File: src/rtl/frame_tag_sched_if.sv
// frame_tag_sched_if: pixel-in / FIFO-write bundle for the frame tag scheduler.
//
// Signals:
//   frame_start  single-cycle start-of-frame pulse (source -> scheduler)
//   pix_valid    pix_data valid this cycle, no backpressure (source -> scheduler)
//   pix_data     16-bit pixel payload (source -> scheduler)
//   fifo_full    FIFO full flag (FIFO -> scheduler)
//   fifo_wr_en   FIFO write strobe (scheduler -> FIFO)
//   fifo_din     tagged word {x[1:0], y[10:0], data[15:0]} (scheduler -> FIFO)
//
// master: the scheduler. slave: the pixel source plus FIFO environment.
interface frame_tag_sched_if;
    logic        frame_start;
    logic        pix_valid;
    logic [15:0] pix_data;
    logic        fifo_full;
    logic        fifo_wr_en;
    logic [28:0] fifo_din;

    modport master (
        input  frame_start,
        input  pix_valid,
        input  pix_data,
        input  fifo_full,
        output fifo_wr_en,
        output fifo_din
    );

    modport slave (
        output frame_start,
        output pix_valid,
        output pix_data,
        output fifo_full,
        input  fifo_wr_en,
        input  fifo_din
    );
endinterface

File: src/rtl/frame_tag_sched.sv
// frame_tag_sched: write-side scheduler for the 29-bit tagged pixel FIFO.
//
// Tags each accepted 16-bit pixel with its half-line index x and line number y,
// writes {x[1:0], y[10:0], data[15:0]} to the FIFO, sequences frames, drops
// words while the FIFO is full and reports short frames and drop counts.
//
// Parameters:
//   H_SEG    pixels per half-line segment
//   V_LINES  lines per frame
// Ports:
//   clk125m      system clock, rising edge
//   reset_n      asynchronous active-low reset
//   en           scheduler enable; low forces IDLE and clears the counters
//   bus          pixel stream in / FIFO write port out (master modport)
//   frame_done   one-cycle pulse after the last word of a complete frame
//   short_frame  sticky: frame_start arrived mid-frame
//   overflow     sticky: at least one word dropped
//   drop_cnt     dropped-word count, saturating
//   busy         high while in RUN
module frame_tag_sched #(
    parameter int unsigned H_SEG   = 640,
    parameter int unsigned V_LINES = 720
) (
    input  logic                      clk125m,
    input  logic                      reset_n,
    input  logic                      en,
    frame_tag_sched_if.master         bus,
    output logic                      frame_done,
    output logic                      short_frame,
    output logic                      overflow,
    output logic [15:0]               drop_cnt,
    output logic                      busy
);

    localparam int unsigned CntW = (H_SEG > 1) ? $clog2(H_SEG) : 1;
    localparam logic [CntW-1:0] CntLast = CntW'(H_SEG - 1);
    localparam logic [10:0]     YLast   = 11'(V_LINES - 1);

    typedef enum logic [1:0] {
        StIdle,
        StWaitSof,
        StRun
    } state_e;

    state_e          state_q, state_d;
    logic [CntW-1:0] cnt_q;
    logic            x_q;
    logic [10:0]     y_q;

    logic            in_run, in_wait;
    logic            cur_last, last_hit, restart, accept, write, drop, mid_frame;
    logic [CntW-1:0] cnt_tag, cnt_adv;
    logic            x_tag, x_adv;
    logic [10:0]     y_tag, y_adv;

    always_comb begin
        in_run    = (state_q == StRun);
        in_wait   = (state_q == StWaitSof);
        cur_last  = x_q && (y_q == YLast) && (cnt_q == CntLast);
        mid_frame = (cnt_q != '0) || x_q || (y_q != '0);

        // The last pixel of a frame outranks a coincident frame_start: it keeps its
        // own coordinates and the new frame begins from zero after it.
        last_hit  = en && in_run && bus.pix_valid && cur_last;
        restart   = en && bus.frame_start && (in_wait || (in_run && !last_hit));
        accept    = en && bus.pix_valid && (in_run || restart);
        write     = accept && !bus.fifo_full;
        drop      = accept && bus.fifo_full;

        // Coordinates carried by the word accepted this cycle.
        cnt_tag   = restart ? '0 : cnt_q;
        x_tag     = restart ? 1'b0 : x_q;
        y_tag     = restart ? 11'd0 : y_q;

        // Counter advance from the tagged position, independent of drops so the
        // downstream checker sees a gap rather than shifted tags.
        cnt_adv   = cnt_tag + 1'b1;
        x_adv     = x_tag;
        y_adv     = y_tag;
        if (cnt_tag == CntLast) begin
            cnt_adv = '0;
            x_adv   = ~x_tag;
            if (x_tag) begin
                y_adv = (y_tag == YLast) ? 11'd0 : y_tag + 11'd1;
            end
        end

        state_d = state_q;
        if (!en) begin
            state_d = StIdle;
        end else begin
            unique case (state_q)
                StIdle:    state_d = StWaitSof;
                StWaitSof: state_d = restart ? StRun : StWaitSof;
                StRun:     state_d = (last_hit && !bus.frame_start) ? StWaitSof : StRun;
                default:   state_d = StIdle;
            endcase
        end
    end

    always_ff @(posedge clk125m or negedge reset_n) begin
        if (!reset_n) begin
            state_q        <= StIdle;
            cnt_q          <= '0;
            x_q            <= 1'b0;
            y_q            <= 11'd0;
            bus.fifo_wr_en <= 1'b0;
            bus.fifo_din   <= 29'd0;
            frame_done     <= 1'b0;
            short_frame    <= 1'b0;
            overflow       <= 1'b0;
            drop_cnt       <= 16'd0;
            busy           <= 1'b0;
        end else begin
            state_q        <= state_d;
            busy           <= (state_d == StRun);
            frame_done     <= last_hit;
            bus.fifo_wr_en <= write;
            if (write) begin
                bus.fifo_din <= {1'b0, x_tag, y_tag, bus.pix_data};
            end

            if (!en || last_hit) begin
                cnt_q <= '0;
                x_q   <= 1'b0;
                y_q   <= 11'd0;
            end else if (accept) begin
                cnt_q <= cnt_adv;
                x_q   <= x_adv;
                y_q   <= y_adv;
            end else if (restart) begin
                cnt_q <= '0;
                x_q   <= 1'b0;
                y_q   <= 11'd0;
            end

            if (drop) begin
                overflow <= 1'b1;
                if (drop_cnt != 16'hFFFF) begin
                    drop_cnt <= drop_cnt + 16'd1;
                end
            end

            if (restart && in_run && mid_frame) begin
                short_frame <= 1'b1;
            end
        end
    end

endmodule

File: src/flat_wrapper.sv
// flat-port wrapper written by rule: the top's interface ports become plain ports
module frame_tag_sched_flat 
#(
    parameter int unsigned H_SEG   = 640,
    parameter int unsigned V_LINES = 720
)
  (clk125m, reset_n, en, frame_done, short_frame, overflow, drop_cnt, busy, bus_frame_start, bus_pix_valid, bus_pix_data, bus_fifo_full, bus_fifo_wr_en, bus_fifo_din);
  frame_tag_sched_if bus_i ();
  input  logic clk125m;
  input  logic reset_n;
  input  logic en;
  output logic frame_done;
  output logic short_frame;
  output logic overflow;
  output logic [15:0] drop_cnt;
  output logic busy;
  input wire logic [$bits(bus_i.frame_start)-1:0] bus_frame_start;
  input wire logic [$bits(bus_i.pix_valid)-1:0] bus_pix_valid;
  input wire logic [$bits(bus_i.pix_data)-1:0] bus_pix_data;
  input wire logic [$bits(bus_i.fifo_full)-1:0] bus_fifo_full;
  output wire logic [$bits(bus_i.fifo_wr_en)-1:0] bus_fifo_wr_en;
  output wire logic [$bits(bus_i.fifo_din)-1:0] bus_fifo_din;
  assign bus_i.frame_start = bus_frame_start;
  assign bus_i.pix_valid = bus_pix_valid;
  assign bus_i.pix_data = bus_pix_data;
  assign bus_i.fifo_full = bus_fifo_full;
  assign bus_fifo_wr_en = bus_i.fifo_wr_en;
  assign bus_fifo_din = bus_i.fifo_din;
  frame_tag_sched #(.H_SEG(H_SEG), .V_LINES(V_LINES)) u_core (.clk125m(clk125m), .reset_n(reset_n), .en(en), .bus(bus_i), .frame_done(frame_done), .short_frame(short_frame), .overflow(overflow), .drop_cnt(drop_cnt), .busy(busy));
endmodule
File: config.mk
export PLATFORM = sky130hd
export DESIGN_NAME = frame_tag_sched_flat
export DESIGN_NICKNAME = d
export VERILOG_FILES = /design/src/rtl/frame_tag_sched_if.sv /design/src/rtl/frame_tag_sched.sv /design/src/flat_wrapper.sv
export SDC_FILE = /design/constraint.sdc
export NUM_CORES = 1
export LEC_CHECK = 0
export ABC_AREA = 1
export CORE_MARGIN = 1.5
export CORE_UTILIZATION = 25
export CTS_CLUSTER_DIAMETER = 40
export DETAILED_ROUTE_END_ITERATION = 12
export DONT_BUFFER_PORTS = 1
export SLEW_MARGIN = 20
export SYNTH_ARGS = -nofsm -noshare
export SYNTH_HDL_FRONTEND = slang
export SYNTH_SLANG_ARGS = --single-unit
export TNS_END_PERCENT = 1
File: constraint.sdc
create_clock -name clk125m -period 4.7 [get_ports clk125m]
set_input_delay 0.94 -clock clk125m [delete_from_list [all_inputs] [get_ports clk125m]]
set_output_delay 0.94 -clock clk125m [all_outputs]
set_load 0.02 [all_outputs]
==> impl_metrics.json, run 1 <==
{
  "status": "finished, final reports clean",
  "grt_remaining_overflow": 0,
  "grt_max_degree": 74,
  "cp_slowest_stage_delay_ps": 280,
  "grt_pass1_vias": 2940,
  "cp_num_cells": 17,
  "max-slew-margin-rel_pct": 34.1,
  "gr-usage-all-layers_pct": 12.5,
  "critPathBufInv": 2,
  "drt_iter0_drc": 177,
  "wl_um": 8960,
  "critPathSlowestCell": "nand2_2",
  "grt_pass1_wl_um": 14800,
  "min_path_type": "in -> async",
  "viasPerCell": 4.52,
  "yosysUniqueCellTypes": 38,
  "antenna_found_initial": 0,
  "hold_ws_ps": 302,
  "synth_nets": 483,
  "via_count": 2926,
  "drc": 0,
  "clock_path_buffers": 2,
  "cts_hold_buf": 0,
  "synth_seq_cells": 73,
  "drive_gt1_share_pct": 9.48,
  "worst_ir_drop_vdd_mv": 0.232,
  "rows": 44,
  "syn_inst": 458,
  "path_cells": "nand2_1, nor2_1, nand2_1, nor2_1, nand2_2, nand2_2, nand2_2, nor2_1, ha_1, inv_1, nor2_1, nand4_4, nor2_8, nand3_4, inv_2, a21oi_1, nor3_1",
  "cp_max_fo": 18,
  "worst-setup-path-type": "in -> reg",
  "drtAntennaViolNets": 0,
  "htree_levels": 3,
  "arrival_ps": 3560,
  "startpoint": "bus_pix_valid",
  "initial_core_util_pct": 25.4,
  "die-area_mm2": 0.0154,
  "skew_ps": 4.53,
  "syn_area_per_cell_um2": 8.01,
  "pwr_density_cell_mw_per_mm2": 371,
  "max_freq_mhz": 298,
  "wl_per_cell_um": 13.8,
  "critical-path-top-delay-family": "simple AND/OR/NAND/NOR gates",
  "grt_setup_unrepaired": "no",
  "dp.final_hpwl_um": 6730,
  "io_buffer_count": 0,
  "synth_area_mm2": 0.00367,
  "area_growth_pct": 13.1,
  "floorplan.die.width_um": 124,
  "dr.pass1.iters": 4,
  "r2r-start": "u_core.y_q[2]$_DFF_PN0_",
  "io_pins": 72,
  "worstSetupStartpointType": "input pin",
  "power.leakage_nw": 1.99,
  "path_clk_slew_ps": 60,
  "fin_nets": 486,
  "drv_slew": 0,
  "cts_tree": "yes",
  "tightestPinTransition_ps": 987,
  "critPathMostFrequentCell": "nor2_1",
  "post_cts_buffers": 0,
  "yosysWarnings": 0,
  "core_area_mm2": 0.0144,
  "ctsRootBufferMaster": "clkbuf_16",
  "ff2ff_path_depth": 15,
  "fin_crit_sh_pct": 71.4,
  "final.min_clock_period_ps": 3350,
  "required_ps": 4900,
  "cts_sinks": 73,
  "n_antenna_cell": 0,
  "finalSetupTns_ps": 0,
  "cts_buffers": 9,
  "hold_violations": 0,
  "place_congestion": 0.853,
  "nFillCells": 1574,
  "ys_seq_area_share_pct": 49.8,
  "endpoint_kind": "flop",
  "cap_violations": 0,
  "die_y_um": 124,
  "finalSetupViolations": 0,
  "cts_resized": 0,
  "clock_latency_ps": 330
}
-- cells in the mapped netlist --
cell type | instances | area [um^2]
a21oi_2 | 2 | 17.5
ha_1 | 3 | 37.5
buf_6 | 1 | 11.3
nand2_1 | 135 | 507
nor3_2 | 1 | 10.0
a21oi_1 | 14 | 70.1
o21ai_2 | 1 | 8.76
nand3_4 | 1 | 17.5
nand3_2 | 1 | 10.0
buf_4 | 1 | 7.51
nor2_1 | 55 | 206
nor2_2 | 5 | 31.3
a31o_2 | 1 | 8.76
nor3_1 | 7 | 35.0
nor4_1 | 4 | 25.0
a31oi_1 | 1 | 6.26
inv_2 | 4 | 15.0
nand4_1 | 10 | 62.6
nand4_4 | 1 | 21.3
xnor2_1 | 7 | 61.3
nand2_2 | 6 | 37.5
buf_2 | 1 | 5.00
nand3_1 | 22 | 110
nor3_4 | 1 | 16.3
mux2_2 | 1 | 11.3
o21ai_0 | 22 | 110
dfrtp_1 | 73 | 1830
or2_2 | 1 | 6.26
and3_1 | 1 | 6.26
nand3b_1 | 1 | 7.51
clkbuf_1 | 7 | 26.3
conb_1 | 1 | 3.75
nor2_8 | 1 | 20.0
inv_1 | 52 | 195
nor2_4 | 2 | 22.5
or4_1 | 1 | 7.51
xor2_1 | 9 | 78.8
o22ai_1 | 1 | 6.26
-- worst paths after layout --
| path | end | slack [ps] |
|---|---|---|
| max | u_core.y_q[4]$_DFF_PN0_ | 1350 |
| min | u_core.drop_cnt[11]$_DFFE_PN0P_ | 300 |
| max reg2reg | u_core.y_q[4]$_DFF_PN0_ | 1430 |
| min reg2reg | u_core.cnt_q[9]$_DFF_PN0_ | 560 |
| max in group asynchronous | u_core.cnt_q[8]$_DFF_PN0_ | 4280 |
| min in group clk125m | u_core.cnt_q[9]$_DFF_PN0_ | 560 |
-- worst reg2reg max path, stage by stage, from the launching register on --
cell,delay (ps)
dfrtp_1,440
nand4_1,250
nor2_2,210
nand2_2,100
nand2_2,230
nand2_2,280
nor2_1,220
ha_1,170
inv_1,50
nor2_1,180
nand4_4,160
nor2_8,150
nand3_4,180
inv_2,170
a21oi_1,100
nor3_1,270
-- cell type report --
cell class | instances | area, um^2 | area share, %
flip-flops and latches | 73 | 1830 | 44.0
multi-input cells | 319 | 1580 | 38.1
clock buffers | 11 | 243 | 5.85
well taps | 184 | 230 | 5.55
inverters | 56 | 210 | 5.07
clock inverters | 3 | 42.5 | 1.03
repair buffers | 2 | 15.0 | 0.362
-- power breakdown --
group	internal, mW	switching [mW]
sequential	0.682	0.113
clock	0.418	0.248
combinational	0.0312	0.0451
-- logic make-up (layout without fill, tap and decap cells) --
kind of cell               after synthesis  after routing  synth area share, %
AOI/OAI and AO/OA                       42             42                 6.21
xor gates and xnor gates                16             16                 3.82
adders and majority gates                3              3                 1.02
buffers and inverters                   66             72                 7.10
DFF                                     73             73                 49.8
muxes                                    1              1                0.307
other                                    1              1                0.102
and+or+nand+nor                        256            256                 31.6
-- through the flow --
stage | cell area (um^2) | total power [mW] | std cells | setup slack (ps) | utilization (%)
finish | 4150 | 1.54 | 648 | 1350 | 28.8
global route | 4150 | 1.60 | 648 | 1040 | 28.8
CTS | 4150 | 1.56 | 648 | 1340 | 28.8
detailed placement | 3860 | 0.885 | 634 | 969 | 26.8
global placement | 3860 | 0.878 | 634 | 1080 | 26.8
floorplan | 3670 | 0.855 | 458 | 1650 | -
-- placed cells by master (no fill, tap or decap), types with 2 or more instances in the layout --
master / count
clkbuf_16: 9
nor2_2: 5
xor2_1: 9
nor2_1: 55
nor2_4: 2
nor4_1: 4
inv_2: 4
a21oi_1: 14
ha_1: 3
inv_1: 52
dfrtp_1: 73
nor3_1: 7
o21ai_0: 22
nand2_2: 6
a21oi_2: 2
nand2_1: 135
nand3_1: 22
xnor2_1: 7
nand4_1: 10
buf_4: 2
-- flip-flops by register name, summed over array words and instances (netlist names) --
name                   cells
u_core.bus.fifo_din       28
u_core.drop_cnt           16
u_core.y_q                11
u_core.cnt_q              10
u_core.state_q             2
u_core.bus.fifo_wr_en      1
u_core.busy                1
u_core.frame_done          1
u_core.overflow            1
u_core.short_frame         1
u_core.x_q                 1
-- layer usage --
metal  routed length (um)  global-route usage (%)  vias up
li1                     -                       -     1452
met1                 3720                    14.8     1371
met2                 4560                    21.6       93
met3                  570                    3.75       10
met4                  102                    4.26        0
met5                    0                       0        -
Power figures use the tool's default switching activity.
==> run 2: changes to the inputs <==
==> constraint.sdc (replaced) <==
create_clock -name clk125m -period 3.5 [get_ports clk125m]
set_input_delay 0.7 -clock clk125m [delete_from_list [all_inputs] [get_ports clk125m]]
set_output_delay 0.7 -clock clk125m [all_outputs]
set_load 0.02 [all_outputs]
==> run 2 against run 1 <==
  * Flip-flop and latch count is the same
  * Via count is 1.7% higher
  * Global-route usage about the same
  * Cell area rose by 1.0%
  * Clock-buffer cell count rose by 1
  * Final cell count increased by 0.46%
  * Register-to-register slack worse by 750 ps
  * Hold slack got worse by 240 ps
  * Sequential share of layout area down 0.43 points
  * First-iteration DRC count rose by 17%
  * Critical path type is now reg -> reg
  * Largest cell class unchanged
  * Highest routed layer unchanged
==> impl_metrics.json, run 2 (synthesis results as in run 1) <==
{
  "cts_hold_buf": 0,
  "n_antenna_cell": 0,
  "r2r-start": "u_core.cnt_q[8]$_DFF_PN0_",
  "arrival_ps": 3020,
  "viasPerCell": 4.57,
  "post_cts_buffers": 0,
  "drive_gt1_share_pct": 9.85,
  "max-slew-margin-rel_pct": 33.9,
  "htree_levels": 3,
  "hold_violations": 0,
  "top_register": "u_core.bus.fifo_din",
  "r2r-end": "u_core.y_q[4]$_DFF_PN0_",
  "grt_max_degree": 74,
  "final_util_pct": 29.0,
  "worst-setup-path-type": "reg -> reg",
  "die-area_mm2": 0.0154,
  "worstSetupStartpointType": "flop",
  "cts_buffers": 9,
  "cp_max_fo": 10,
  "cellInternalPower_mw": 1.60,
  "antenna_found_initial": 0,
  "comb_power_share_pct": 4.9,
  "floorplan.die.width_um": 124,
  "wl_per_cell_um": 13.7,
  "clock_path_buffers": 2,
  "pwr_density_cell_mw_per_mm2": 511,
  "cts_tree": "yes",
  "dp_slack_ps": 496,
  "power.leakage_nw": 2.01,
  "gr-usage-all-layers_pct": 12.6,
  "reg2reg_slack_ps": 680,
  "met3_usage_pct": 3.25,
  "dp.final_hpwl_um": 6760,
  "worst_ir_drop_vdd_mv": 0.299,
  "gr-usage-met1_pct": 14.2,
  "fin_crit_sh_pct": 80.5,
  "cap_violations": 0,
  "wl_um": 8930,
  "required_ps": 3710,
  "p_switching_mw": 0.543,
  "area_growth_pct": 14.2,
  "reg_top3": "u_core.bus.fifo_din (28), u_core.drop_cnt (16), u_core.y_q (11)",
  "drv_slew": 0,
  "nFillCells": 1558,
  "core_area_mm2": 0.0144,
  "largest_register_ffs": 28,
  "initial_core_util_pct": 25.4,
  "use_met2_pct": 21.3,
  "cts_sinks": 73,
  "fin_nets": 488,
  "grt_pass1_wl_um": 14700,
  "grt_setup_unrepaired": "no",
  "path_clk_slew_ps": 50,
  "io_buffer_count": 0,
  "endpoint_kind": "flop",
  "tightestPinTransition_ps": 990,
  "grt_remaining_overflow": 0,
  "mostFrequentLayoutCells": "nand2_1 (135), dfrtp_1 (73), nor2_1 (55), inv_1 (52)",
  "place_congestion": 0.847,
  "clock_latency_ps": 340,
  "status": "finished, final reports clean",
  "finalSetupViolations": 0,
  "drtAntennaViolNets": 0,
  "via_count": 2975,
  "p_sw_share_pct": 25.4,
  "drt_iter0_drc": 207,
  "max_freq_mhz": 355,
  "io_pins": 72,
  "final_area_mm2": 0.00419,
  "layout_setup_ws_ps": 682,
  "p_clk_share_pct": 45.2,
  "ctsRootBufferMaster": "clkbuf_16",
  "dr.pass1.iters": 5,
  "cts_resized": 0,
  "ff2ff_path_depth": 17,
  "grt_pass1_vias": 2952,
  "grt-busiest-layer": "met2",
  "final_common_cell": "nand2_1",
  "seq_power_share_pct": 49.9,
  "die_y_um": 124,
  "rows": 44,
  "min_path_type": "in -> async",
  "final.min_clock_period_ps": 2820,
  "skew_ps": 5.62,
  "finalSetupTns_ps": 0,
  "drc": 0,
  "dpl_cell_area_mm2": 0.00388
}
## run 2: changes by cell type in the layout (fill, tap and decap cells not counted)
cell,before,now
buf_4,2,4
bufinv_16,1,2
clkbuf_1,1,2
clkinvlp_4,1,0
## run 2: power by group through the flow
stage | combinational, mW | sequential (mW) | clock (mW)
floorplan | 0.0858 | 1.06 | 0
global placement | 0.0998 | 1.08 | 0
detailed placement | 0.108 | 1.08 | 0
CTS | 0.108 | 1.07 | 0.991
global route | 0.128 | 1.08 | 1.02
finish | 0.105 | 1.07 | 0.967
## run 2: how the worst max path moves through the flow
stage	startpoint	end	slack [ps]
after global routing	u_core.y_q[5]$_DFF_PN0_	u_core.y_q[4]$_DFF_PN0_	420
final	u_core.cnt_q[8]$_DFF_PN0_	u_core.y_q[4]$_DFF_PN0_	680
after floorplan	bus_pix_valid	u_core.y_q[1]$_DFF_PN0_	690
after CTS	u_core.cnt_q[8]$_DFF_PN0_	u_core.y_q[4]$_DFF_PN0_	670
after detailed placement	bus_pix_valid	u_core.y_q[4]$_DFF_PN0_	500
after global placement	bus_pix_valid	u_core.y_q[3]$_DFF_PN0_	600
## run 2: final cells by class
| cell class | instances | area (um^2) | share of cell area (%) |
|---|---|---|---|
| Multi-Input combinational cell | 319 | 1580 | 37.7 |
| Tap cell | 184 | 230 | 5.50 |
| Clock buffer | 12 | 246 | 5.88 |
| Inverter | 56 | 210 | 5.02 |
| Clock inverter | 3 | 65.1 | 1.55 |
| Timing Repair Buffer | 4 | 30.0 | 0.717 |
| Sequential cell | 73 | 1830 | 43.6 |
## run 2: routing by layer
metal	vias up	routed length [um]
li1	1452	-
met1	1405	3710
met2	96	4400
met3	22	514
met4	0	305
met5	-	0
## run 2: worst max-delay path, stage by stage (launching register included)
cell and delay [ps]:
dfrtp_1 390, inv_1 90, nand2_1 110, nor2_1 120, nand2_1 60, nor2_2 120, nand2_2 100, nand2_2 80
nand2_2 130, nor2_1 170, ha_1 170, inv_1 50, nor2_1 170, nand4_4 160, nor2_8 140, nand3_4 180
o21ai_0 340, nor3_1 100
## run 2: through the flow
step | hold slack [ps] | cells | total power, mW
2_1_floorplan | 404 | 458 | 1.15
3_3_place_gp | 411 | 636 | 1.18
3_5_place_dp | 411 | 636 | 1.19
4_1_cts | 50.5 | 651 | 2.17
5_1_grt | 51.5 | 651 | 2.23
6_report | 66.3 | 651 | 2.14
==> run 3: changes to the inputs <==
==> constraint.sdc (replaced) <==
create_clock -name clk125m -period 2.6 [get_ports clk125m]
set_input_delay 0.52 -clock clk125m [delete_from_list [all_inputs] [get_ports clk125m]]
set_output_delay 0.52 -clock clk125m [all_outputs]
set_load 0.02 [all_outputs]
==> run 3 against run 2 <==
  * Largest power group unchanged
  * Global-route usage rose by 0.37 points
  * Clock skew rose by 3.4 ps
  * Sequential share of layout area fell by 3.1 points
  * Utilization rose by 2.2 points
  * Cell area rose by 7.7%
  * Clock power rose by 35%
  * Routed wire length rose by 5.7%
  * Total power rose by 37%
  * Worst setup slack got worse by 590 ps
  * Flip-flop and latch count did not move
  * Hold slack improved by 14 ps
  * Maximum frequency rose by 13%
==> impl_metrics.json, run 3 (synthesis results as in run 1) <==
{
  "finalSetupViolations": 0,
  "dp.final_hpwl_um": 6920,
  "cp_max_fo": 7,
  "grt_pass1_vias": 3080,
  "grt_max_degree": 74,
  "path_cells": "nor2_1, nand3b_1, nor2_1, nand2_2, nand2_2, nand2_4, nor2_4, ha_4, inv_2, nor2_4, nand4_4, nor2_8, nand3_4, nor2_4, inv_2, nand2_1, nand2_1, nand2_1, inv_1",
  "grt_remaining_overflow": 0,
  "path_clk_slew_ps": 60,
  "grt_pass1_wl_um": 15200,
  "worst-setup-path-type": "reg -> reg",
  "worst_ir_drop_vdd_mv": 0.440,
  "wl_per_cell_um": 13.8,
  "pwr_density_cell_mw_per_mm2": 650,
  "min_path_type": "in -> async",
  "drv_slew": 0,
  "register_area_mm2": 0.00183,
  "htree_levels": 3,
  "max_freq_mhz": 399,
  "largest_register_ffs": 28,
  "final.min_clock_period_ps": 2500,
  "hold_violations": 0,
  "clock_latency_ps": 340,
  "dr.pass1.iters": 5,
  "area_growth_pct": 23.0,
  "grt_setup_unrepaired": "yes",
  "p_clk_share_pct": 44.6,
  "final_common_cell": "nand2_1",
  "clock_path_buffers": 2,
  "ff2ff_path_depth": 19,
  "rows": 44,
  "skew_ps": 9.02,
  "top_register": "u_core.bus.fifo_din",
  "cts_tree": "yes",
  "max-slew-margin-rel_pct": 33.9,
  "initial_core_util_pct": 25.4,
  "finalSetupTns_ps": 0,
  "floorplan.die.width_um": 124,
  "drive_gt1_share_pct": 19.7,
  "nFillCells": 1516,
  "mostFrequentLayoutCells": "nand2_1 (132), dfrtp_1 (73), inv_1 (46), nor2_1 (46), buf_4 (31)",
  "tightestPinTransition_ps": 991,
  "critPathBufInv": 3,
  "place_congestion": 0.910,
  "critical-path-top-delay-family": "simple AND/OR/NAND/NOR gates",
  "gr-usage-all-layers_pct": 13.0,
  "die_y_um": 124,
  "drt_iter0_drc": 169,
  "power.leakage_nw": 2.16,
  "final_util_pct": 31.3,
  "comb_power_share_pct": 6.3,
  "worstSetupStartpointType": "flop",
  "p_sw_share_pct": 27.0,
  "fin_nets": 518,
  "n_antenna_cell": 0,
  "cellInternalPower_mw": 2.14,
  "core_area_mm2": 0.0144,
  "reg_top3": "u_core.bus.fifo_din (28), u_core.drop_cnt (16), u_core.y_q (11)",
  "io_pins": 72,
  "die-area_mm2": 0.0154,
  "cap_violations": 0,
  "cp_num_cells": 19,
  "wl_um": 9440,
  "required_ps": 2830,
  "critPathSlowestCell": "dfrtp_1",
  "seq_power_share_pct": 49.1,
  "endpoint_kind": "flop",
  "fin_crit_sh_pct": 96.3,
  "antenna_found_initial": 0,
  "p_switching_mw": 0.790,
  "arrival_ps": 2740,
  "cts_buffers": 9,
  "multiInputGateArea_mm2": 0.00166,
  "via_count": 3130,
  "cts_sinks": 73,
  "status": "finished, final reports clean",
  "viasPerCell": 4.59,
  "ctsRootBufferMaster": "clkbuf_16",
  "drtAntennaViolNets": 0,
  "io_buffer_count": 0,
  "cp_slowest_stage_delay_ps": 400,
  "drc": 0,
  "reg2reg_slack_ps": 100,
  "totalPowerFinal_mw": 2.93
}
-- run 3: per-stage QoR --
stage	cell area (um^2)	setup slack, ps	hold slack (ps)	instances
after global routing	4510	-81.4	99.6	682
after floorplan	3670	25.2	224	458
final	4510	96.6	80.3	682
after global placement	4030	-31.7	231	656
after CTS	4370	-4.06	91.3	673
after detailed placement	4030	-43.3	231	656
-- run 3: power groups by stage --
stage	Combinational [mW]	Sequential [mW]	Clock, mW
2_1_floorplan	0.116	1.43	0
3_3_place_gp	0.139	1.45	0
3_5_place_dp	0.156	1.46	0
4_1_cts	0.183	1.44	1.34
5_1_grt	0.216	1.45	1.39
6_report	0.184	1.44	1.31
-- run 3: path summary, 6_finish.rpt --
path	startpoint	to
setup reg to reg	u_core.y_q[10]$_DFF_PN0_	u_core.y_q[1]$_DFF_PN0_
max in group asynchronous	reset_n	u_core.x_q$_DFF_PN0_
setup / recovery	u_core.y_q[10]$_DFF_PN0_	u_core.y_q[1]$_DFF_PN0_
hold reg to reg	u_core.cnt_q[8]$_DFF_PN0_	u_core.cnt_q[9]$_DFF_PN0_
min in group clk125m	bus_pix_data[5]	u_core.bus.fifo_din[5]$_DFFE_PN0P_
hold / removal	reset_n	u_core.cnt_q[4]$_DFF_PN0_
-- run 3: area by class of cell --
class / count / share of cell area [%]
Clock buffer: 10 / 5.08
Clock inverter: 6 / 1.83
Inverter: 56 / 4.72
Multi-Input combinational cell: 320 / 36.8
Sequential cell: 73 / 40.5
Tap cell: 184 / 5.10
Timing Repair Buffer: 33 / 6.02
-- run 3: timing repair --
item / 4_1_cts / 5_1_grt
pin swaps: 0 / 11
cloned: 0 / 1
gates resized for setup: 2 / 26
setup buffers: 0 / 8
hold endpoints to repair: 73 / 0
hold buffers: 1 / 0
endpoints found under the setup margin: 6 / 21
-- run 3: routing by layer --
metal	track usage [%]	vias to the layer above	part of all wire [%]
li1	-	1519	-
met1	14.9	1476	40
met2	21.3	112	50
met3	4.58	23	7.0
met4	6.39	0	2.9
met5	0	-	0
